**config.mk**
```make
export PLATFORM = sky130hd
export DESIGN_NAME = game_flow_fsm
export DESIGN_NICKNAME = d
export VERILOG_FILES = /design/src/rtl/game_flow_fsm.sv
export SDC_FILE = /design/constraint.sdc
export NUM_CORES = 1
export LEC_CHECK = 0
export ABC_CLOCK_PERIOD_IN_PS = 4300
export BUFFER_PORTS_ARGS = -buffer_cell sky130_fd_sc_hd__buf_2
export CAP_MARGIN = 30
export CORE_MARGIN = 5
export CORE_UTILIZATION = 45
export CTS_BUF_LIST = sky130_fd_sc_hd__clkbuf_4 sky130_fd_sc_hd__clkbuf_8 sky130_fd_sc_hd__clkbuf_16
export CTS_CLUSTER_DIAMETER = 40
export DETAILED_ROUTE_END_ITERATION = 6
export PLACE_DENSITY = 0.84
export SLEW_MARGIN = 20
export SYNTH_ARGS = -nofsm -noshare
export SYNTH_HDL_FRONTEND = slang
export SYNTH_SLANG_ARGS = --single-unit
```
**constraint.sdc**
```tcl
create_clock -name pixel_clk -period 4.3 [get_ports pixel_clk]
set_clock_uncertainty 0.1 [all_clocks]
set_input_delay 0.645 -clock pixel_clk [delete_from_list [all_inputs] [get_ports pixel_clk]]
set_output_delay 0.645 -clock pixel_clk [all_outputs]
set_load 0.01 [all_outputs]
```
**src/rtl/game_flow_fsm.sv**
```systemverilog
// rtl/game_flow_fsm.sv - game flow controller: start, levels, lives, win and game-over screens
module game_flow_fsm #(
    parameter int         NUM_LEVELS  = 2,
    parameter int         SEL_W       = 2,
    parameter int         NUM_KEYS    = 4,
    parameter logic [7:0] START_KEY   = 8'h28,
    parameter int         MAX_LIVES   = 3,
    parameter int         LIVES_W     = 2,
    parameter int         PREP_CYCLES = 1
) (
    input  logic                  pixel_clk,
    input  logic                  reset_n,
    input  logic [8*NUM_KEYS-1:0] keycode,
    input  logic                  win_level,
    input  logic                  lose_level,
    output logic [3:0]            game_state,
    output logic [SEL_W-1:0]      level_sel,
    output logic [LIVES_W-1:0]    lives
);

    localparam int PREP_W = (PREP_CYCLES > 1) ? $clog2(PREP_CYCLES) : 1;
    localparam logic [PREP_W-1:0]  PREP_LAST  = PREP_W'(PREP_CYCLES - 1);
    localparam logic [SEL_W-1:0]   LAST_LEVEL = SEL_W'(NUM_LEVELS - 1);
    localparam logic [LIVES_W-1:0] LIVES_INIT = LIVES_W'(MAX_LIVES);

    typedef enum logic [2:0] {
        ST_START     = 3'd0,
        ST_PREP      = 3'd1,
        ST_PLAY      = 3'd2,
        ST_LOSE      = 3'd3,
        ST_WIN       = 3'd4,
        ST_GAME_OVER = 3'd5,
        ST_RELEASE   = 3'd6
    } state_t;

    state_t              state, state_next;
    logic [SEL_W-1:0]    level;
    logic [LIVES_W-1:0]  lives_q;
    logic [PREP_W-1:0]   prep_cnt;
    logic                key_held, key_prev, key_press;
    logic                load_game, level_inc, lives_dec, prep_clr, prep_inc;

    // Start key is held when any keycode slot carries it
    always_comb begin
        key_held = 1'b0;
        for (int i = 0; i < NUM_KEYS; i++) begin
            if (keycode[8*i +: 8] == START_KEY) begin
                key_held = 1'b1;
            end
        end
    end

    assign key_press = key_held & ~key_prev;

    // State register; key_prev resets high so a key held through reset is not a press
    always_ff @(posedge pixel_clk or negedge reset_n) begin
        if (!reset_n) begin
            state    <= ST_START;
            key_prev <= 1'b1;
        end else begin
            state    <= state_next;
            key_prev <= key_held;
        end
    end

    // Next-state and datapath control decode
    always_comb begin
        state_next = state;
        load_game  = 1'b0;
        level_inc  = 1'b0;
        lives_dec  = 1'b0;
        prep_clr   = 1'b0;
        prep_inc   = 1'b0;
        case (state)
            ST_START: begin
                if (key_press) begin
                    load_game  = 1'b1;
                    prep_clr   = 1'b1;
                    state_next = ST_PREP;
                end
            end
            ST_PREP: begin
                if (prep_cnt < PREP_LAST) begin
                    prep_inc = 1'b1;
                end else begin
                    state_next = ST_PLAY;
                end
            end
            ST_PLAY: begin
                if (win_level) begin
                    if (level == LAST_LEVEL) begin
                        state_next = ST_WIN;
                    end else begin
                        level_inc  = 1'b1;
                        prep_clr   = 1'b1;
                        state_next = ST_PREP;
                    end
                end else if (lose_level) begin
                    state_next = ST_LOSE;
                end
            end
            ST_LOSE: begin
                lives_dec = (lives_q != '0);
                if (lives_q <= LIVES_W'(1)) begin
                    state_next = ST_GAME_OVER;
                end else begin
                    prep_clr   = 1'b1;
                    state_next = ST_PREP;
                end
            end
            ST_WIN, ST_GAME_OVER: begin
                if (key_press) begin
                    state_next = ST_RELEASE;
                end
            end
            ST_RELEASE: begin
                if (!key_held) begin
                    state_next = ST_START;
                end
            end
            default: state_next = ST_START;
        endcase
    end

    // Level, lives and prep counter registers
    always_ff @(posedge pixel_clk or negedge reset_n) begin
        if (!reset_n) begin
            level    <= '0;
            lives_q  <= LIVES_INIT;
            prep_cnt <= '0;
        end else begin
            if (load_game) begin
                level   <= '0;
                lives_q <= LIVES_INIT;
            end else begin
                if (level_inc) level   <= level + SEL_W'(1);
                if (lives_dec) lives_q <= lives_q - LIVES_W'(1);
            end
            if (prep_clr) begin
                prep_cnt <= '0;
            end else if (prep_inc) begin
                prep_cnt <= prep_cnt + PREP_W'(1);
            end
        end
    end

    // Moore output decode from registered state, level and lives
    always_comb begin
        game_state = 4'd0;
        level_sel  = '0;
        case (state)
            ST_START:     game_state = 4'd0;
            ST_PREP:      begin game_state = 4'd1; level_sel = level; end
            ST_LOSE:      begin game_state = 4'd1; level_sel = level; end
            ST_RELEASE:   game_state = 4'd1;
            ST_PLAY:      begin game_state = 4'd2; level_sel = level; end
            ST_WIN:       game_state = 4'd3;
            ST_GAME_OVER: game_state = 4'd4;
            default:      game_state = 4'd0;
        endcase
    end

    assign lives = lives_q;

endmodule

```
# After elaboration in Yosys (flattened, before gate mapping)
# Cells that the tools add are included.
# classes
n_addsub	3
order_cmp	2
n_eq_ne	16
mux	31
n_bitwise	2
reduce_logical	9
# ops
cell	count
$eq A8 B6 Y1 const B	4
$mux W3	8
$pmux W3 S6	1
$mux W1	15
$pmux W3 S4	1
$mux W2	5
$eq A3 B3 Y1 const B	3
$ne A2 B2 Y1 const B	4
$reduce_bool A2 Y1	4
$eq A3 B2 Y1 const B	2
$reduce_or A3 Y1	2
$reduce_and A5 Y1	1
$eq A3 B1 Y1 const B	1
$logic_not A3 Y1	1
$ne A3 B3 Y1 const B	1
$pmux W1 S3	1
$add A2 B1 Y2 const B	1
$eq A2 B1 Y1 const B	1
$le A2 B1 Y1 const B	1
$reduce_or A2 Y1	1
$sub A2 B1 Y2 const B	1
$add A1 B1 Y1 const B	1
$and A1 B1 Y1	1
$lt A1 B1 Y1 const B	1
$not A1 Y1	1
# word_totals
register_bits	9
inputBits	36

# Longest topological paths before layout
# logic_depth
word_depth	9
ltp_mapped	6
depth_no_buf	6

# Worst setup path before layout
# Ideal clock, no wire load.
# synth_timing
path_kind	reg-to-output
startpoint	register state[1]
endpoint	output port game_state[1]
arrival_time_ns	1.056
t_required_ns	3.555
path_slack_ns	2.499
path_stages_with_launch	4
cell_sequence	dfrtp_1 buf_6 or2b_2 a21oi_1
# synth_between
elab_chain_cells	3
# synth_rtl
item	line	source
start: declaration	36	state_t state, state_next;
start signal: assignment	61	state <= state_next;
$eq A3 B3 Y1 (tied with other cells)	151	case (state)
$reduce_or A3 Y1 (no source line)	n/a	
$pmux W3 S4 *	151	
end: declaration	16	output logic [3:0] game_state,
# Mark *: on every way between the ends. The rest lies on a longest branch, timed or not.

# Final worst setup path
# layout_timing
startpoint	register state[2]
endpoint	output port level_sel[0]
# layout_between
elab_chain_cells	3
# layout_rtl
item	line	source
$eq A3 B2 Y1 or $eq A3 B1 Y1 (tied branches)	151	
$reduce_or A3 Y1 (no source line) *	n/a	
$mux W2 *	151	
end: declaration	17	output logic [SEL_W-1:0] level_sel,
# Marked as above.

==> impl_results.md <==
- Clock transition at path regs: 70 ps
- Setup repair after global routing missed its margin: false
- Fin. max-slew vios: 0
- FMAX: 0.455 GHz
- Worst EP required: 3560 ps
- Most common cell in the synthesized netlist: nor4b_1
- Crit-path max FO: 10
- Hold Crit Class: in -> async
- First-pass GRT wire length: 3310 um
- Sw frac: 0.421
- Top-area cell type share of the netlist area: 0.175
- Vias in the first global route: 759
- Clock sink count: 8
- Antenna Nets Post-Route: 0
- Mapped Cells: 82
- Chip height: 49.9 um
- Post-synth top flop: dfrtp_1
- Status: finished clean
- Hold Buf Count CTS: 0
- GRT overflow: 0
- Final period util: 0.511
- Yosys reg bits: 8
- Via-to-Cell Ratio: 5.31
- Internal: 0.000284 W
- Sequential power share: 0.329
- Worst path max stage delay: 500 ps
- Syn_nets: 122
- Skew-Pair Late Insertion Delay: 270 ps
- Via count: 738
- Post-synth top cells: nor4b_1 (9), nand2_1 (8), nor2_1 (8)
- Setup crit end kind: primary output
- Initial antenna violation count: 0
- Final hold vios: 0
- Number of port buffers: 42
- Setup WS post-layout: 2100 ps
- Sequential-to-total area share from yosys stat: 0.285
- Largest net degree at the start of global routing: 17
- Placed inst area: 897 um^2
- Wirelength per Cell: 14.1 um
- Clock power share: 0.152
- Setup bufs post-CTS: 0
- CTS tree: built
- Tot Pwr: 0.000490 W
- Lkg Pwr: 0.462 nW
- Worst EP arrival: 1450 ps
- Area leader, netlist: dfrtp_1
- Iteration-0 DRC Markers: 27
- Slowest cell on the critical path: dfrtp_1
- Post-route cell area: 927 um^2
- EDFF count, synth: 0
- Max-Cap Viols: 0
- Startpoint types: register
- DIE AREA: 0.00249 mm^2
- I/O pin count: 44
- Main area contributors after synthesis: dfrtp_1 (17%), dfstp_2 (11%), nor4b_1 (11%)
- Gpl congestion: 0.789
- Comb pwr share: 0.519
- Syn. warnings: 0
- Minimum clock period: 2200 ps
- CTS root buffer: clkbuf_4
- CTS Buffer Depth: 2
- Htree depth: 1
- Area delta synth->final: 29.5%
- Post-synth cell types: 36
- # setup viols final: 0
- Psw: 0.000207 W
- Core area: 0.00151 mm^2
- Number of buffers created by CTS: 3
- Syn avg cell area: 8.73 um^2
- Initial Util: 0.475
- Pre-CTS setup slack: 2420 ps
- HPWL after DPL: 1590 um
- Power Density: 529 mW/mm^2
- Layout cells sized above 1: 0.463
- # diodes: 0
- CP bufs+invs: 2
- Peak supply drop: 308 uV
- Mapped cell area: 716 um^2
- Crit path max-delay family: flip-flops
- Share of flip-flops with an asynchronous set or reset: 1.00
- DIE WIDTH: 49.9 um
- GRT Util Overall: 0.169
- R2r setup slk: 2530 ps
- Fin nets: 164
- CP Class: reg -> out
- Num rows: 14
- Routed Wire Length: 1950 um
- CP cell instances: inv_1, ha_1, nor2_1, nor2b_1, buf_2
- DRC Markers: 0
- DRT Pass-1 Iters: 4
- Setup tns final: 0 ps
- Post-CTS Resized: 0
==> metrics by stage <==
stage / util / hold slack, ps / std cells
CTS: 0.615 / 95.7 / 139
global placement: 0.596 / 395 / 135
detailed placement: 0.596 / 395 / 135
floorplan: - / 249 / 82
global route: 0.615 / 101 / 139
finish: 0.615 / 94.7 / 139
==> per-layer routing <==
metal  GRT usage  wire length [um]
met2       0.294              1100
met1       0.188               700
met5           0                 0
met3      0.0422               110
met4      0.0786                43
==> sequential cells by signal (all words and copies together) (netlist names) <==
signal	flops
state	3
level	2
lives	2
key_prev	1
==> cells in the final DEF (no fill, tap or decap), drive strengths merged, types with 2 or more instances in the layout <==
cell type | netlist | final
a21oi | 4 | 4
buf | 4 | 42
clkbuf | 1 | 4
dfrtp | 5 | 5
dfstp | 3 | 3
ha | 4 | 4
inv | 7 | 7
nand2 | 8 | 8
nand2b | 2 | 2
nor2 | 8 | 8
nor2b | 2 | 2
nor4b | 9 | 9
o21ai | 4 | 4
o22ai | 2 | 2
or2b | 2 | 2
==> layout make-up <==
cell class / instances / area, um^2
multi-input cells: 62 / 437
flip-flops and latches: 8 / 204
inverters: 7 / 26.3
repair buffers: 42 / 210
well taps: 16 / 20.0
clock buffers: 4 / 30.0
fillers: 133 / 579
==> power by group through the flow <==
stage	clock network (W)	registers, W	logic, W
after floorplan	0	0.000140	0.000210
final	0.0000746	0.000161	0.000255
after detailed placement	0	0.000162	0.000250
after CTS	0.0000764	0.000160	0.000257
after global routing	0.0000802	0.000170	0.000288
after global placement	0	0.000159	0.000242
==> path summary, 6_finish.rpt <==
check,startpoint,cells after the start,to
min reg2reg,level[0]$_DFFE_PN0P_,2,level[0]$_DFFE_PN0P_
max in group asynchronous,reset_n,1,lives[1]$_DFFE_PN1P_
max reg2reg,state[1]$_DFFE_PN0P_,4,level[1]$_DFFE_PN0P_
min,reset_n,1,state[2]$_DFFE_PN0P_
min in group pixel_clk,level[0]$_DFFE_PN0P_,2,level[0]$_DFFE_PN0P_
max,state[2]$_DFFE_PN0P_,5,level_sel[0]
==> kinds of logic after synthesis <==
family | after synthesis | synth area share
flops | 8 | 0.285
compound gates | 16 | 0.143
mux | 1 | 0.0210
other cells | 1 | 0.00524
xor+xnor | 2 | 0.0245
fa+ha+maj | 4 | 0.0699
simple gates | 38 | 0.346
buf+inv | 12 | 0.105
Power figures use the tool's default switching activity.
